===== src/rtl/dsp_fetch_pkg.sv =====
// Purpose: shared widths, reset vector and control-flow codes for the fetch, branch and decode blocks.
// Latency: n/a (declarations only).
// Backpressure: n/a.
package dsp_fetch_pkg;

    localparam int          ADDR_W_DEF       = 16;
    localparam int          INSTR_W_DEF      = 16;
    localparam logic [15:0] RESET_VECTOR_DEF = 16'h0000;

    // Source of the next fetch address in a given cycle.
    typedef enum logic [1:0] {
        FLOW_HOLD = 2'd0,   // no read this cycle, PC holds
        FLOW_SEQ  = 2'd1,   // sequential read at pc_q
        FLOW_JUMP = 2'd2    // redirected read at the branch target
    } flow_e;

endpackage


===== src/rtl/dsp_fetch_skid.sv =====
// Purpose: two-entry output buffer (out register + skid register) between the memory response and decode.
// Latency: a push is visible on out_valid the next cycle when out is free; otherwise it waits in skid.
// Backpressure: out holds stable while not popped; the issuer keeps occupancy <= 2 so a push never finds both full.
//
// Ports: clk, rst (async active-high); push/push_data/push_pc = memory response with its address;
//        pop = decode took out this cycle; flush = drop both entries (wins over push and pop);
//        out_valid/out_data/out_pc = instruction presented to decode; skid_valid = second entry occupied.
module dsp_fetch_skid #(
    parameter int ADDR_W  = 16,
    parameter int INSTR_W = 16
) (
    input  logic               clk,
    input  logic               rst,
    input  logic               push,
    input  logic [INSTR_W-1:0] push_data,
    input  logic [ADDR_W-1:0]  push_pc,
    input  logic               pop,
    input  logic               flush,
    output logic               out_valid,
    output logic [INSTR_W-1:0] out_data,
    output logic [ADDR_W-1:0]  out_pc,
    output logic               skid_valid
);

    logic [INSTR_W-1:0] skid_data;
    logic [ADDR_W-1:0]  skid_pc;

    always_ff @(posedge clk or posedge rst) begin
        if (rst) begin
            out_valid  <= 1'b0;
            out_data   <= '0;
            out_pc     <= '0;
            skid_valid <= 1'b0;
            skid_data  <= '0;
            skid_pc    <= '0;
        end else if (flush) begin
            out_valid  <= 1'b0;
            skid_valid <= 1'b0;
        end else if (pop && skid_valid) begin
            // Older skid entry advances; the new response (if any) takes its place.
            out_data   <= skid_data;
            out_pc     <= skid_pc;
            skid_valid <= push;
            if (push) begin
                skid_data <= push_data;
                skid_pc   <= push_pc;
            end
        end else if (!out_valid || pop) begin
            // Skid is empty here: it only fills while out is occupied.
            out_valid <= push;
            if (push) begin
                out_data <= push_data;
                out_pc   <= push_pc;
            end
        end else if (push) begin
            skid_valid <= 1'b1;
            skid_data  <= push_data;
            skid_pc    <= push_pc;
        end
    end

endmodule


===== src/rtl/dsp_fetch.sv =====
// Purpose: instruction fetch - owns the PC, reads the synchronous imem, hands instructions to decode, squashes on jumps.
// Latency: read issued in cycle N is presented to decode in cycle N+2; 1 instruction/cycle sustained.
// Backpressure: valid/ready to decode; reads stop once 2 instructions are buffered or in flight.
//
// Ports: clk, rst (async active-high); fetch_en = allow new sequential reads; jump_flag/jump_addr = taken branch;
//        imem_rd/imem_addr/imem_rdata = instruction memory (data 1 cycle after read);
//        instr_valid/instr_ready/instr/instr_pc = handshake to decode.
module dsp_fetch
    import dsp_fetch_pkg::*;
#(
    parameter int               ADDR_W       = ADDR_W_DEF,
    parameter int               INSTR_W      = INSTR_W_DEF,
    parameter logic [ADDR_W-1:0] RESET_VECTOR = ADDR_W'(RESET_VECTOR_DEF)
) (
    input  logic               clk,
    input  logic               rst,
    input  logic               fetch_en,
    input  logic               jump_flag,
    input  logic [ADDR_W-1:0]  jump_addr,
    output logic               imem_rd,
    output logic [ADDR_W-1:0]  imem_addr,
    input  logic [INSTR_W-1:0] imem_rdata,
    output logic               instr_valid,
    input  logic               instr_ready,
    output logic [INSTR_W-1:0] instr,
    output logic [ADDR_W-1:0]  instr_pc
);

    logic [ADDR_W-1:0] pc_q;
    logic [ADDR_W-1:0] pc_d;
    logic [ADDR_W-1:0] rd_pc_q;     // address of the read issued last cycle
    logic              inflight_q;
    logic              skid_valid;
    logic              pop;
    logic              push;
    logic [1:0]        occ;
    logic [1:0]        occ_after_pop;
    flow_e             flow;

    assign pop = instr_valid & instr_ready;

    // Entries already owned by the buffer plus the read whose data lands next cycle.
    // pop implies instr_valid, so the subtraction cannot underflow.
    assign occ           = {1'b0, instr_valid} + {1'b0, skid_valid} + {1'b0, inflight_q};
    assign occ_after_pop = occ - {1'b0, pop};

    always_comb begin
        flow = FLOW_HOLD;
        if (jump_flag) begin
            flow = FLOW_JUMP;
        end else if (fetch_en && (occ_after_pop < 2'd2)) begin
            flow = FLOW_SEQ;
        end
    end

    always_comb begin
        imem_rd   = 1'b0;
        imem_addr = pc_q;
        pc_d      = pc_q;
        case (flow)
            FLOW_JUMP: begin
                imem_rd   = ~rst;
                imem_addr = jump_addr;
                pc_d      = jump_addr + ADDR_W'(1);
            end
            FLOW_SEQ: begin
                imem_rd = ~rst;
                pc_d    = pc_q + ADDR_W'(1);
            end
            default: ;
        endcase
    end

    always_ff @(posedge clk or posedge rst) begin
        if (rst) begin
            pc_q       <= RESET_VECTOR;
            rd_pc_q    <= '0;
            inflight_q <= 1'b0;
        end else begin
            pc_q       <= pc_d;
            rd_pc_q    <= imem_addr;
            inflight_q <= imem_rd;
        end
    end

    // A jump this cycle kills the response of last cycle's read: it is on the wrong path.
    assign push = inflight_q & ~jump_flag;

    dsp_fetch_skid #(
        .ADDR_W  (ADDR_W),
        .INSTR_W (INSTR_W)
    ) u_skid (
        .clk        (clk),
        .rst        (rst),
        .push       (push),
        .push_data  (imem_rdata),
        .push_pc    (rd_pc_q),
        .pop        (pop),
        .flush      (jump_flag),
        .out_valid  (instr_valid),
        .out_data   (instr),
        .out_pc     (instr_pc),
        .skid_valid (skid_valid)
    );

endmodule


===== config.mk =====
export PLATFORM = sky130hd
export DESIGN_NAME = dsp_fetch
export DESIGN_NICKNAME = d
export VERILOG_FILES = /design/src/rtl/dsp_fetch_pkg.sv /design/src/rtl/dsp_fetch_skid.sv /design/src/rtl/dsp_fetch.sv
export SDC_FILE = /design/constraint.sdc
export NUM_CORES = 1
export LEC_CHECK = 0
export CAP_MARGIN = 0
export CORE_UTILIZATION = 33
export CTS_BUF_LIST = sky130_fd_sc_hd__clkbuf_16
export DETAILED_ROUTE_END_ITERATION = 12
export GPL_ROUTABILITY_DRIVEN = 0
export SYNTH_ARGS = -nofsm -noshare
export SYNTH_HDL_FRONTEND = slang
export SYNTH_SLANG_ARGS = --single-unit

===== constraint.sdc =====
create_clock -name clk -period 10.9 [get_ports clk]
set_clock_uncertainty 0.05 [all_clocks]
set_input_delay 2.18 -clock clk [delete_from_list [all_inputs] [get_ports clk]]
set_output_delay 2.18 -clock clk [all_outputs]
set_load 0.01 [all_outputs]

Word-level counts from Yosys, hierarchy flattened
Cells that the tools add are included.
{"block": "word_totals", "reg_bits": 99, "out_inout_bits": 50}
{"block": "op_classes", "n_addsub": 5, "magnitude_cmp": 1, "n_eq_ne": 5, "muxes": 24, "n_bitwise": 4, "reduce_logical": 14}
{"op": "16-bit 2-to-1 mux", "count": 13}
{"op": "16-bit by 1-bit adder with 16-bit output, second input constant", "count": 2}
{"op": "16-bit one-hot mux with 2 select lines", "count": 1}
{"op": "1-bit 2-to-1 mux", "count": 9}
{"op": "2-bit nonzero test", "count": 4}
{"op": "2-bit AND reduction", "count": 3}
{"op": "3-bit by 2-bit inequality test with 1-bit output, second input constant", "count": 1}
{"op": "3-bit AND reduction", "count": 1}
{"op": "3-bit nonzero test", "count": 1}
{"op": "1-bit by 1-bit adder with 2-bit output", "count": 1}
{"op": "2-bit by 1-bit adder with 2-bit output", "count": 1}
{"op": "1-bit AND", "count": 2}
{"op": "2-bit by 1-bit == test with 1-bit output, second input constant", "count": 1}
{"op": "2-bit == test, second input constant", "count": 1}
{"op": "1-bit logical AND", "count": 2}
{"op": "2-bit less-than comparator, second input constant", "count": 1}
{"op": "2-bit 2-to-1 mux", "count": 1}
{"op": "2-bit by 1-bit inequality test with 1-bit output, second input constant", "count": 1}
{"op": "2-bit inequality test, second input constant", "count": 1}
{"op": "1-bit NOT", "count": 2}
{"op": "2-bit OR reduction", "count": 1}
{"op": "2-bit by 1-bit subtractor with 2-bit output", "count": 1}
{"op": "1-bit zero test", "count": 1}
{"op": "1-bit logical OR", "count": 1}

Depth between registers and ports, before layout
Gate-level depths: netlist of the first run.
{"block": "depth", "ltp_word": 10, "mapped_depth": 16}

Modules after synthesis
A second synthesis of the first run with hierarchy kept.
{"block": "hier_totals", "hier_cells": 403, "area_unflattened_um2": 4966.0}
{"module": "dsp_fetch_skid", "n_inst": 1, "cells_per_inst": 185, "area_per_inst_um2": 2886.5}
{"module": "dsp_fetch", "n_inst": 1, "cells_per_inst": 218, "area_per_inst_um2": 2079.5}

Worst setup path before layout of the first run
OpenSTA, ideal clock, no wires.
{"block": "synth_timing", "kind": "input -> output", "from": "in instr_ready", "to": "out imem_rd", "t_arrival_ns": 3.759, "required_ns": 8.670, "setup_slack_ns": 4.911, "stages": 9, "n_path_buf": 1, "cell_sequence": "and2_1 ha_1 inv_1 ha_1 a21oi_4 xor2_2 buf_6 a21oi_2 nor2_1"}
{"block": "synth_between", "elab_chain_len": 9, "elab_cells_between_ends": 10, "cone_classes": "add/sub: 1; order compare: 1; eq/ne: 2; mux: 3; bitwise: 1; reduce/logical: 2"}
{"item": "start, declared", "line_no": "dsp_fetch.sv:24", "text": "input logic instr_ready,"}
{"item": "1-bit AND (*)", "line_no": "dsp_fetch.sv:40", "text": "assign pop = instr_valid & instr_ready;"}
{"item": "2-bit by 1-bit subtractor with 2-bit output (*)", "line_no": "dsp_fetch.sv:45", "text": "assign occ_after_pop = occ - {1'b0, pop};"}
{"item": "2-bit less-than comparator (*)", "line_no": "dsp_fetch.sv:51", "text": "end else if (fetch_en && (occ_after_pop < 2'd2)) begin"}
{"item": "1-bit logical AND (*)", "line_no": "dsp_fetch.sv:51"}
{"item": "1-bit 2-to-1 mux (*)", "line_no": "dsp_fetch.sv:51"}
{"item": "2-bit 2-to-1 mux (*)", "line_no": "dsp_fetch.sv:49", "text": "if (jump_flag) begin"}
{"item": "2-bit by 1-bit == test with 1-bit output / 2-bit == test (equally long branches)", "line_no": "dsp_fetch.sv:60", "text": "case (flow)"}
{"item": "2-bit OR reduction (no line) (*)"}
{"item": "1-bit 2-to-1 mux (*)"}
{"item": "end, declared", "line_no": "dsp_fetch.sv:20", "text": "output logic imem_rd,"}
Mark *: on every way between the ends. The rest lies on a longest branch, timed or not.

Worst setup path in the final report of the first run
Same ends and word-level chain as after synthesis.

==> results.txt, run 1 <==
----------------------------------------------------
[Logic synthesis]
  Most frequent cell after synthesis ... sky130_fd_sc_hd__dfrtp_1
  Commonest cells post-synth ... sky130_fd_sc_hd__dfrtp_1, sky130_fd_sc_hd__mux2_2, sky130_fd_sc_hd__nor2_1, sky130_fd_sc_hd__a21oi_1, sky130_fd_sc_hd__mux2i_1
  Total number of yosys warnings ... 0
  Area share of the leading cell type in the synthesized netlist ... around 51%
  Top FF cell, synth ... sky130_fd_sc_hd__dfrtp_1
  Area of the mapped netlist ... around 4800 um^2
  Number of different library cells in the post-synthesis netlist ... 53
  Post-synthesis sequential area ratio ... 51.4%
  Async SR Flop Fraction ... 100%
  Syn Inst Count ... 430
  Nets in the synthesized netlist ... approximately 470
  Number of synthesized flops with an enable pin ... 0
  Average instance area after synthesis ... 11.2 um^2
  Library cell occupying the most area in the post-synthesis netlist ... sky130_fd_sc_hd__dfrtp_1
  Synthesized flop and latch total ... roughly 100
  Largest cells by area after synthesis ... sky130_fd_sc_hd__dfrtp_1, sky130_fd_sc_hd__mux2_2, sky130_fd_sc_hd__mux2i_1, sky130_fd_sc_hd__a21oi_1, sky130_fd_sc_hd__nor2_1

[Global route]
  Global router's overall resource usage ... 15.6%
  Initial antenna violation count ... 0
  Met2 layer usage reported by global route ... around 25%
  Global route hottest layer ... met2
  GRT Residual Overflow ... 0
  Maximum number of pins on one net before global-route repair ... 59
  Number of global-route vias before repair ... between 3000 and 4000
  Global-route track usage on met1 ... about a fifth
  Global-route wire length before repair ... about 18000 um
  Fraction of met3 tracks used by global routing ... under 10%

[STA]
  RSZ-0062 raised after global routing ... no
  Total negative slack ... 0 ps
  Fin crit period ... between 7000 and 8000 ps
  Post-route clock period utilization ... 66.9%
  Final setup vio count ... 0
  Hold Fails Final Rpt ... 0
  Rel. slew slack ... between 50% and 60%
  F_max ... 137 MHz
  Number of pins exceeding their max-slew limit in the final report ... 0
  Pin slew with the least headroom to its limit ... about 700 ps

[Detailed routing]
  DRT Pass-1 Iters ... 4
  Vias post-DR ... around 3500
  Number of vias per cell ... 5.01
  Detailed-route DRC error count ... 0
  DRT iter0 DRCs ... 224
  Wire length after detailed routing ... around 11000 um
  WL/cell ... roughly 16 um
  Post-route ant nets ... 0

[Die]
  Total core area ... around 14000 um^2
  Io pins ... 87
  Horizontal extent of the die ... 123 um
  Die footprint ... about 15000 um^2
  Effective utilization at floorplan ... approximately a third
  Number of standard-cell rows in the floorplan ... 43
  Die Y ... between 100 and 150 um

[Pwr]
  Highest ir drop seen on vdd ... a little under 0.00008 V
  LEAKAGE ... between 2 and 2.5 nW
  Pwr dens ... around 170 nW/um^2
  Pwr Total ... approximately 1.1 mW

[Placed design]
  Detailed Place HPWL ... about 7600 um
  Number of placed instances, taps included ... a little under 700
  Port buffer count ... 86
  Placement Cell Area ... between 5000 and 6000 um^2

[Layout]
  Number of antenna diodes ... 0
  Share of post-route cells with drive strength above 1 ... between 10% and 20%
  Final core utilization ... between 40% and 50%
  Post-layout nets ... roughly 550
  Filler-free cell count of the finished design ... 694
  Layout overhead on the synthesized area ... 27.7%
  Cell area after layout ... 6160 um^2

[Run status]
  Status ... complete, no violations

[Clock tree]
  CTS tree ... built
  CTS H-tree depth ... 3
  CTS Hold Bufs ... 0
  Clk pin slew, worst setup/hold paths ... about 70 ps
  Buffer cell driving the clock tree root ... sky130_fd_sc_hd__clkbuf_16
  Number of setup buffers added after CTS ... 0
  Clock latency at the later pin of the worst-skew pair ... around 340 ps
  CTS max path bufs ... 2
  CTS buffer count ... 9
  PostCTS Resize Cnt ... 0
  Sink count of the clock tree ... approximately 100

[Worst setup path]
  Crit-path leading delay family ... buffers and inverters
  Maximum net fanout on the critical path ... 11
  Capture point of the worst reg-to-reg path ... pc_q[12]$_DFFE_PP0N_
  Critical path data required time ... just under 9000 ps
  Critical Path Max Stage Delay ... approximately 560 ps
  Register-to-register setup slack ... 7020 ps
  Startpoint of the most critical register-to-register path ... u_skid.out_valid$_DFFE_PP0P_
  Critical path's slowest cell ... sky130_fd_sc_hd__clkdlybuf4s50_1
  Cell count of the worst reg-to-reg path ... 15
  Arrival time at the worst endpoint ... between 5000 and 6000 ps
  Category of the critical setup timing path ... in -> out
  Number of logic stages on the critical path including buffering ... 10
  Critical path endpoint category ... primary output
  Start point of the critical path ... instr_ready
  Crit path buf inv count ... 3
  Crit start category ... input pin
  Ordered cell list for the critical path ... clkdlybuf4s50_1, and2_1, ha_1, inv_1, ha_1, a21oi_4, xor2_2, a21oi_2, nor2_1, clkdlybuf4s50_1

[Hold path]
  Launch point of the worst hold path ... rd_pc_q[14]$_DFF_PP0_
  Number of cells on the worst hold path ... 1
  Class of the most critical hold timing path ... reg -> reg
  Worst hold path endpoint ... u_skid.skid_pc[14]$_DFFE_PP0P_

[Flow run]
  Max-capacitance violation count ... 0

----------------------------------------------------
## cells by family (layout without fill, tap and decap cells)
kind of cell / count (synthesis) / count (layout) / synth area share [%]
simple gates: 120 / 120 / 12.9
flops: 99 / 99 / 51.4
xor+xnor: 17 / 17 / 3.24
mux: 84 / 84 / 18.6
compound gates: 74 / 74 / 9.73
fa+ha+maj: 4 / 4 / 1.04
buf+inv: 32 / 116 / 3.09
## stage by stage
stage / hold WS [ps] / setup WS [ps]
4_1_cts: 455 / 3600
3_3_place_gp: 438 / 3650
3_5_place_dp: 442 / 3630
6_report: 453 / 3610
5_1_grt: 477 / 3440
2_1_floorplan: 429 / 4910
## worst max-delay path by stage
stage / endpoint / slack, ps
after floorplan: imem_rd / 4910
after CTS: imem_rd / 3600
after global placement: imem_rd / 3650
after detailed placement: imem_rd / 3630
final: imem_rd / 3610
after global routing: imem_rd / 3440
## worst register-to-register path, cell delays in order, from the launching register on
cell and delay, ps:
sky130_fd_sc_hd__dfrtp_1 450, sky130_fd_sc_hd__and2_1 220, sky130_fd_sc_hd__ha_1 270, sky130_fd_sc_hd__inv_1 40, sky130_fd_sc_hd__ha_1 310, sky130_fd_sc_hd__a21oi_4 210
sky130_fd_sc_hd__mux2i_1 230, sky130_fd_sc_hd__buf_4 230, sky130_fd_sc_hd__nand2_1 90, sky130_fd_sc_hd__nand2_1 80, sky130_fd_sc_hd__ha_1 370, sky130_fd_sc_hd__nand4_4 200
sky130_fd_sc_hd__nor3_1 440, sky130_fd_sc_hd__nand3_1 170, sky130_fd_sc_hd__a211o_1 310, sky130_fd_sc_hd__o211a_1 120
## layer usage
layer	up-vias	wire length, um
li1	1700	-
met1	1688	5150
met2	78	5250
met3	10	453
met4	0	117
met5	-	0
## cell usage in the layout (no fill, tap or decap), types with 3 or more instances in the layout
cell type	instances
sky130_fd_sc_hd__nand4_1	13
sky130_fd_sc_hd__nand2_1	25
sky130_fd_sc_hd__o21ai_0	11
sky130_fd_sc_hd__ha_1	3
sky130_fd_sc_hd__clkbuf_16	9
sky130_fd_sc_hd__and3_1	3
sky130_fd_sc_hd__a311oi_1	3
sky130_fd_sc_hd__mux2_2	46
sky130_fd_sc_hd__xnor2_1	4
sky130_fd_sc_hd__nand2b_1	5
sky130_fd_sc_hd__clkdlybuf4s50_1	86
sky130_fd_sc_hd__and2_1	5
sky130_fd_sc_hd__a31oi_1	3
sky130_fd_sc_hd__a21oi_1	39
sky130_fd_sc_hd__nand3_1	10
sky130_fd_sc_hd__xor2_1	12
sky130_fd_sc_hd__nor2_1	40
sky130_fd_sc_hd__buf_4	6
sky130_fd_sc_hd__mux2i_1	38
sky130_fd_sc_hd__dfrtp_1	99
sky130_fd_sc_hd__inv_1	9
## state kept, by name, indices dropped and copies added, names as in the netlist
signal and cells:
pc_q 16, rd_pc_q 16, u_skid.out_data 16, u_skid.out_pc 16
u_skid.skid_data 16, u_skid.skid_pc 16, inflight_q 1, u_skid.out_valid 1
u_skid.skid_valid 1
## power by group
part	switching (mW)	leakage, nW	internal [mW]
sequential	0.0486	1.17	0.445
combinational	0.106	1.13	0.136
clock	0.135	0.156	0.199
total	0.290	2.47	0.780
## cell type report
| type | instances | area [um^2] |
|---|---|---|
| fill | 1342 | 7880 |
| sequential | 99 | 2480 |
| multi-input combinational | 299 | 2210 |
| timing repair buffer | 92 | 906 |
| clock buffer | 9 | 225 |
| tap | 180 | 225 |
| clock inverter | 6 | 82.6 |
| inverter | 9 | 36.3 |
Power figures use the tool's default switching activity.
==> run 2: changes to the inputs <==
Clock period 10.9 ns to 6.1 ns, I/O delays scaled along.
==> results.txt, run 2 (synthesized netlist as in run 1, its figures left out) <==
----------------------------------------------------
[Worst setup path]
  Crit start category ... input pin
  Maximum net fanout on the critical path ... 11 (unchanged)
  Category of the critical setup timing path ... in -> out
  Capture point of the worst reg-to-reg path ... pc_q[12]$_DFFE_PP0N_
  Arrival time at the worst endpoint ... 3950 ps (-1110 ps)
  Startpoint of the most critical register-to-register path ... u_skid.out_valid$_DFFE_PP0P_
  Cell count of the worst reg-to-reg path ... 14 (-1)
  Register-to-register setup slack ... 2170 ps (-4850 ps)
  Critical path data required time ... 4830 ps (-3840 ps)
  Critical path endpoint category ... primary output

[Pwr]
  Power spent charging and discharging nets ... 0.523 mW (+80%)
  LEAKAGE ... 2.47 nW (+0.16%)
  Combinational share of power ... 22.8% (about the same)
  Proportion of power drawn by the clock network ... 31.2% (about the same)
  Net switching share of the total power ... 27.3% (+0.18 points)
  Cell Int Power ... 1.39 mW (+79%)
  Pwr dens ... 310 nW/um^2 (+79%)
  Flop pwr share ... 46.0% (-0.2 points)
  Highest ir drop seen on vdd ... 0.000150 V (+93%)

[Layout]
  Most frequent cells in the layout ... sky130_fd_sc_hd__dfrtp_1, sky130_fd_sc_hd__clkdlybuf4s50_1, sky130_fd_sc_hd__mux2_2, sky130_fd_sc_hd__nor2_1, sky130_fd_sc_hd__a21oi_1
  Filler-free cell count of the finished design ... 696 (+0.29%)
  Cell area after layout ... 6180 um^2 (+0.35%)
  Layout overhead on the synthesized area ... 28.2%
  Final core utilization ... 44.0% (+0.15 points)
  Most frequent standard cell in the layout excluding fill and tap cells ... sky130_fd_sc_hd__dfrtp_1
  Post-layout nets ... 552 (+0.18%)
  Share of post-route cells with drive strength above 1 ... 15.3% (-0.25 points)
  Fillcell total ... 1350 (+0.60%)
  Multi-input gate area in the final layout ... 2210 um^2 (unchanged)
  Number of antenna diodes ... 0 (unchanged)
  Flip-flop and latch area ... 2480 um^2 (unchanged)

[Clock tree]
  Clock latency at the later pin of the worst-skew pair ... 340 ps (about the same)
  Buffer cell driving the clock tree root ... sky130_fd_sc_hd__clkbuf_16
  Sink count of the clock tree ... 99 (unchanged)
  CTS tree ... built
  PostCTS Resize Cnt ... 0 (unchanged)
  CTS buffer count ... 9 (unchanged)
  Clk pin slew, worst setup/hold paths ... 70 ps (about the same)
  CTS H-tree depth ... 3 (unchanged)
  CTS Hold Bufs ... 0 (unchanged)
  CTS max path bufs ... 2 (unchanged)
  Number of setup buffers added after CTS ... 0 (unchanged)

[Placed design]
  Port buffer count ... 86 (unchanged)
  Placement Cell Area ... 5870 um^2 (+0.34%)
  Number of placed instances, taps included ... 680 (+0.15%)
  Detailed Place HPWL ... 7800 um (+2.1%)

[Flow run]
  Max-capacitance violation count ... 0 (unchanged)

[Die]
  Horizontal extent of the die ... 123 um (unchanged)
  Io pins ... 87 (unchanged)
  Die footprint ... 15100 um^2 (unchanged)
  Die Y ... 123 um (unchanged)
  Total core area ... 14000 um^2 (unchanged)
  Effective utilization at floorplan ... 34.3% (unchanged)
  Number of standard-cell rows in the floorplan ... 43 (unchanged)

[Run status]
  Status ... complete, no violations

[STA]
  Total negative slack ... 0 ps (unchanged)
  RSZ-0062 raised after global routing ... no
  Pin slew with the least headroom to its limit ... 1040 ps (+319 ps)
  Post-route clock period utilization ... 85.5%
  Hold Fails Final Rpt ... 0 (unchanged)
  Rel. slew slack ... 30.6% (-21 points)
  Number of pins exceeding their max-slew limit in the final report ... 0 (unchanged)
  F_max ... 192 MHz
  Fin crit period ... approximately 5200 ps
  Final setup vio count ... 0 (unchanged)

[Global route]
  Number of global-route vias before repair ... 3490 (-2.5%)
  Initial antenna violation count ... 0 (unchanged)
  Maximum number of pins on one net before global-route repair ... 58 (-1.7%)
  GRT Residual Overflow ... 0 (unchanged)
  Global-route wire length before repair ... 18100 um (+1.2%)
  Global router's overall resource usage ... 15.9% (+0.32 points)

[Hold path]
  Class of the most critical hold timing path ... reg -> reg
  Number of cells on the worst hold path ... 1 (unchanged)
  Worst hold path endpoint ... u_skid.skid_pc[11]$_DFFE_PP0P_
  Launch point of the worst hold path ... rd_pc_q[11]$_DFF_PP0_

[Detailed routing]
  DRT Pass-1 Iters ... 5 (+1)
  Number of vias per cell ... 5.11 (+2.1%)
  Wire length after detailed routing ... 11200 um (+2.2%)
  DRT iter0 DRCs ... 229 (+2.2%)
  Post-route ant nets ... 0 (unchanged)
  Detailed-route DRC error count ... 0 (unchanged)
  Vias post-DR ... 3559 (+2.4%)
  WL/cell ... 16.1 um (+1.9%)

----------------------------------------------------
run 2: cell types whose count changed in the layout (fill, tap and decap cells not counted):
cell,change
sky130_fd_sc_hd__buf_12,+1
sky130_fd_sc_hd__clkinv_1,+3
sky130_fd_sc_hd__clkinv_2,-2
run 2: cell type report:
type                    instances  share of cell area [%]
inverters                       9                   0.587
well taps                     180                    3.64
flip-flops and latches         99                    40.1
repair buffers                 93                    15.0
multi-input cells             299                    35.7
clock buffers                   9                    3.64
clock inverters                 7                    1.36
run 2: worst max-delay path by stage:
stage	slack, ps	to	from	cells past startpoint
after floorplan	1860	pc_q[12]$_DFFE_PP0N_	instr_ready	16
after global placement	930	imem_rd	instr_ready	11
after detailed placement	870	imem_rd	instr_ready	11
after CTS	860	imem_rd	instr_ready	11
after global routing	750	imem_rd	instr_ready	11
final	880	imem_rd	instr_ready	11
run 2: per-layer routing:
| layer | global-route usage, % | vias up | part of all wire [%] |
|---|---|---|---|
| met5 | 0 | - | 0 |
| li1 | - | 1705 | - |
| met1 | 21.4 | 1716 | 45 |
| met2 | 24.6 | 123 | 47 |
| met3 | 2.83 | 15 | 6.1 |
| met4 | 7.62 | 0 | 1.9 |
run 2: power by group through the flow:
stage	clock network, mW	logic (mW)	registers, mW
detailed placement	0	0.441	0.895
finish	0.599	0.436	0.882
global route	0.645	0.482	0.901
global placement	0	0.434	0.888
floorplan	0	0.219	0.896
CTS	0.617	0.442	0.883
run 2: through the flow:
step	power (mW)	hold slack (ps)	setup slack, ps
final	1.92	450	883
after global routing	2.03	469	751
after CTS	1.94	453	855
after detailed placement	1.34	438	869
after global placement	1.32	434	931
after floorplan	1.11	429	1860
run 2: critical path, cell delays in order:
cell	delay [ps]
sky130_fd_sc_hd__clkdlybuf4s50_1	440
sky130_fd_sc_hd__and2_1	170
sky130_fd_sc_hd__ha_1	270
sky130_fd_sc_hd__inv_1	40
sky130_fd_sc_hd__ha_1	300
sky130_fd_sc_hd__a21oi_4	220
sky130_fd_sc_hd__xor2_2	90
sky130_fd_sc_hd__buf_4	180
sky130_fd_sc_hd__a21oi_2	420
sky130_fd_sc_hd__nor2_1	110
sky130_fd_sc_hd__clkdlybuf4s50_1	500
==> run 3: changes to the inputs <==
Settings changed: PLACE_DENSITY set to 0.62, SYNTH_HIERARCHICAL set to 1.
==> results.txt, run 3 <==
----------------------------------------------------
[Logic synthesis]
  Portion of netlist area occupied by mux cells ... 26.6% (+8.0 points)
  Library cell occupying the most area in the post-synthesis netlist ... sky130_fd_sc_hd__dfrtp_1
  Most frequent cell after synthesis ... sky130_fd_sc_hd__mux2_2
  Area share of the leading cell type in the synthesized netlist ... 49.9% (-1.5 points)
  Adder and majority gate portion of the synthesized area ... 0.756% (-0.28 points)
  Syn Inst Count ... 403 (-6.3%)
  Commonest cells post-synth ... sky130_fd_sc_hd__mux2_2, sky130_fd_sc_hd__dfrtp_1, sky130_fd_sc_hd__nand2_1, sky130_fd_sc_hd__nand3_1, sky130_fd_sc_hd__o21ai_0
  Average instance area after synthesis ... 12.3 um^2 (+9.9%)
  Combinational family with the most area after synthesis ... multiplexers
  Largest cells by area after synthesis ... sky130_fd_sc_hd__dfrtp_1, sky130_fd_sc_hd__mux2_2, sky130_fd_sc_hd__nand2_1, sky130_fd_sc_hd__nand3_1, sky130_fd_sc_hd__xor2_1
  Share of synthesized cell area in and, or, nand and nor gates ... 10.0% (-2.9 points)
  Number of different library cells in the post-synthesis netlist ... 49 (-7.5%)
  Area of the mapped netlist ... 4970 um^2 (+3.0%)
  Synthesized flop and latch total ... 99 (unchanged)
  Total number of yosys warnings ... 6 (+6)
  Nets in the synthesized netlist ... 443 (-5.9%)
  Top FF cell, synth ... sky130_fd_sc_hd__dfrtp_1
  Post-synthesis share of cell area spent on xor and xnor gates ... 1.94% (-1.3 points)
  Synthesized-area fraction occupied by ao, oa, aoi and oai cells ... 6.98% (-2.8 points)
  Post-synthesis sequential area ratio ... 49.9% (-1.5 points)
  Number of synthesized flops with an enable pin ... 0 (unchanged)
  Async SR Flop Fraction ... 100% (unchanged)

[Detailed routing]
  WL/cell ... 16.2 um (+0.52%)
  Post-route ant nets ... 0 (unchanged)
  Wire length after detailed routing ... 11000 um (-2.1%)
  Vias post-DR ... 3470 (-2.5%)
  Number of vias per cell ... 5.12 (about the same)
  Detailed-route DRC error count ... 0 (unchanged)
  DRT iter0 DRCs ... 182 (-21%)
  DRT Pass-1 Iters ... 4 (-1)

[Pwr]
  LEAKAGE ... 2.62 nW (+5.9%)
  Highest ir drop seen on vdd ... 0.000130 V (-13%)
  Pwr dens ... 302 nW/um^2 (-2.8%)

[STA]
  Smallest hold slack ... 453 ps (+3.11 ps)
  Post-route clock period utilization ... 83.9% (-1.7 points)
  Final setup vio count ... 0 (unchanged)
  RSZ-0062 raised after global routing ... no
  Hold Fails Final Rpt ... 0 (unchanged)
  F_max ... 195 MHz (+2.0%)
  Pin slew with the least headroom to its limit ... 1100 ps (+59.5 ps)
  Total negative slack ... 0 ps (unchanged)
  Rel. slew slack ... 26.6% (-4.0 points)
  Number of pins exceeding their max-slew limit in the final report ... 0 (unchanged)
  Fin crit period ... 5120 ps (-101 ps)

[Global route]
  Number of global-route vias before repair ... 3656 (+4.8%)
  Initial antenna violation count ... 0 (unchanged)
  Global-route wire length before repair ... 18500 um (+2.0%)
  Global router's overall resource usage ... 14.9% (-1.0 points)
  Maximum number of pins on one net before global-route repair ... 60 (+3.4%)
  GRT Residual Overflow ... 0 (unchanged)

[Worst setup path]
  Capture point of the worst reg-to-reg path ... pc_q[12]$_DFFE_PP0N_
  Arrival time at the worst endpoint ... 3850 ps (-100 ps)
  Critical path endpoint category ... primary output
  Cell count of the worst reg-to-reg path ... 16 (+2)
  Crit start category ... input pin
  Maximum net fanout on the critical path ... 9 (-2)
  Critical path data required time ... 4830 ps (about the same)
  Register-to-register setup slack ... 2260 ps (+90 ps)
  Startpoint of the most critical register-to-register path ... u_skid/out_valid$_DFFE_PP0P_
  Category of the critical setup timing path ... in -> out

[Flow run]
  Max-capacitance violation count ... 0 (unchanged)

[Clock tree]
  CTS max path bufs ... 2 (unchanged)
  Clk pin slew, worst setup/hold paths ... 60 ps (about the same)
  Buffer cell driving the clock tree root ... sky130_fd_sc_hd__clkbuf_16
  Number of setup buffers added after CTS ... 0 (unchanged)
  Clock latency at the later pin of the worst-skew pair ... 350 ps (about the same)
  CTS Hold Bufs ... 0 (unchanged)
  PostCTS Resize Cnt ... 0 (unchanged)
  Sink count of the clock tree ... 99 (unchanged)
  CTS buffer count ... 9 (unchanged)
  CTS tree ... built
  CTS H-tree depth ... 3 (unchanged)

[Die]
  Total core area ... 14600 um^2 (+3.9%)
  Die footprint ... 15500 um^2 (+2.9%)
  Number of standard-cell rows in the floorplan ... 44 (+2.3%)
  Die Y ... 125 um (+1.5%)
  Effective utilization at floorplan ... 34.0% (-0.30 points)
  Horizontal extent of the die ... 125 um (+1.5%)
  Io pins ... 87 (unchanged)

[Run status]
  Status ... complete, no violations

[Layout]
  Post-layout nets ... 529 (-4.2%)
  Multi-input gate area in the final layout ... 2310 um^2 (+4.9%)
  Layout overhead on the synthesized area ... 26.4%
  Fillcell total ... 1357 (+0.52%)
  Flip-flop and latch area ... 2480 um^2 (unchanged)
  Share of post-route cells with drive strength above 1 ... 30.4% (+15 points)
  Cell area after layout ... 6270 um^2 (+1.5%)
  Most frequent standard cell in the layout excluding fill and tap cells ... sky130_fd_sc_hd__mux2_2
  Most frequent cells in the layout ... sky130_fd_sc_hd__mux2_2, sky130_fd_sc_hd__dfrtp_1, sky130_fd_sc_hd__clkdlybuf4s50_1, sky130_fd_sc_hd__nand2_1, sky130_fd_sc_hd__nand3_1
  Number of antenna diodes ... 0 (unchanged)

[Placed design]
  Placement Cell Area ... 6000 um^2 (+2.1%)
  Detailed Place HPWL ... 7730 um (-0.85%)
  Port buffer count ... 86 (unchanged)

[Hold path]
  Number of cells on the worst hold path ... 1 (unchanged)
  Launch point of the worst hold path ... u_skid/skid_pc[6]$_DFFE_PP0P_
  Worst hold path endpoint ... u_skid/skid_pc[6]$_DFFE_PP0P_
  Class of the most critical hold timing path ... reg -> reg

----------------------------------------------------
[run 3: cell types whose count changed after synthesis, sizes merged, moves of 4 or more]
cell / before / now
buf: 16 / 12
xor2: 13 / 9
a21oi: 41 / 11
nand3: 11 / 16
mux2i: 38 / 5
nand2: 25 / 31
and4: 2 / 6
nor2: 41 / 6
mux2: 46 / 112
[run 3: kinds of logic after synthesis]
logic type      after synthesis
compound gates               51
simple gates                 91
mux                         117
flops                        99
fa+ha+maj                     3
buf+inv                      31
xor+xnor                     11
[run 3: area by class of cell]
class / instances / share of cell area, %
flip-flops and latches: 99 / 39.5
multi-input cells: 273 / 36.9
repair buffers: 96 / 14.9
well taps: 184 / 3.67
clock buffers: 9 / 3.59
clock inverters: 7 / 0.857
inverters: 10 / 0.598
[run 3: worst max-delay path by stage]
stage	startpoint	depth (start not counted)	to	slack [ps]
final	instr_ready	11	imem_rd	980
after global routing	instr_ready	11	imem_rd	790
after CTS	instr_ready	11	imem_rd	950
after detailed placement	instr_ready	11	imem_rd	960
after global placement	instr_ready	11	imem_rd	990
after floorplan	instr_ready	8	imem_rd	1670
[run 3: routing by layer]
layer,part of all wire [%],global-route usage (%),up-vias
met4,2.5,6.87,0
li1,-,-,1644
met1,45,19.3,1708
met2,47,24.0,98
met5,0,0,-
met3,5.0,2.62,20
[run 3: power by group]
group,switching (mW),leakage [nW],internal (mW)
registers,0.0819,1.21,0.801
logic,0.188,1.28,0.293
clock network,0.250,0.128,0.278
total,0.520,2.62,1.37
[run 3: critical path, cell delays in order]
cell	delay, ps
sky130_fd_sc_hd__clkdlybuf4s50_1	460
sky130_fd_sc_hd__and2_1	250
sky130_fd_sc_hd__ha_1	270
sky130_fd_sc_hd__inv_1	60
sky130_fd_sc_hd__ha_1	240
sky130_fd_sc_hd__a21oi_4	220
sky130_fd_sc_hd__mux2i_1	210
sky130_fd_sc_hd__buf_4	180
sky130_fd_sc_hd__nor2_1	60
sky130_fd_sc_hd__nor2_1	130
sky130_fd_sc_hd__clkdlybuf4s50_1	560
[run 3: stage by stage]
step / total power [mW] / cells / setup slack, ps / utilization (%)
after floorplan: 1.13 / 403 / 1670 / -
after global placement: 1.37 / 662 / 987 / 41.1
after global routing: 2.00 / 678 / 793 / 43.0
after detailed placement: 1.38 / 662 / 959 / 41.1
after CTS: 1.92 / 678 / 954 / 43.0
final: 1.89 / 678 / 984 / 43.0
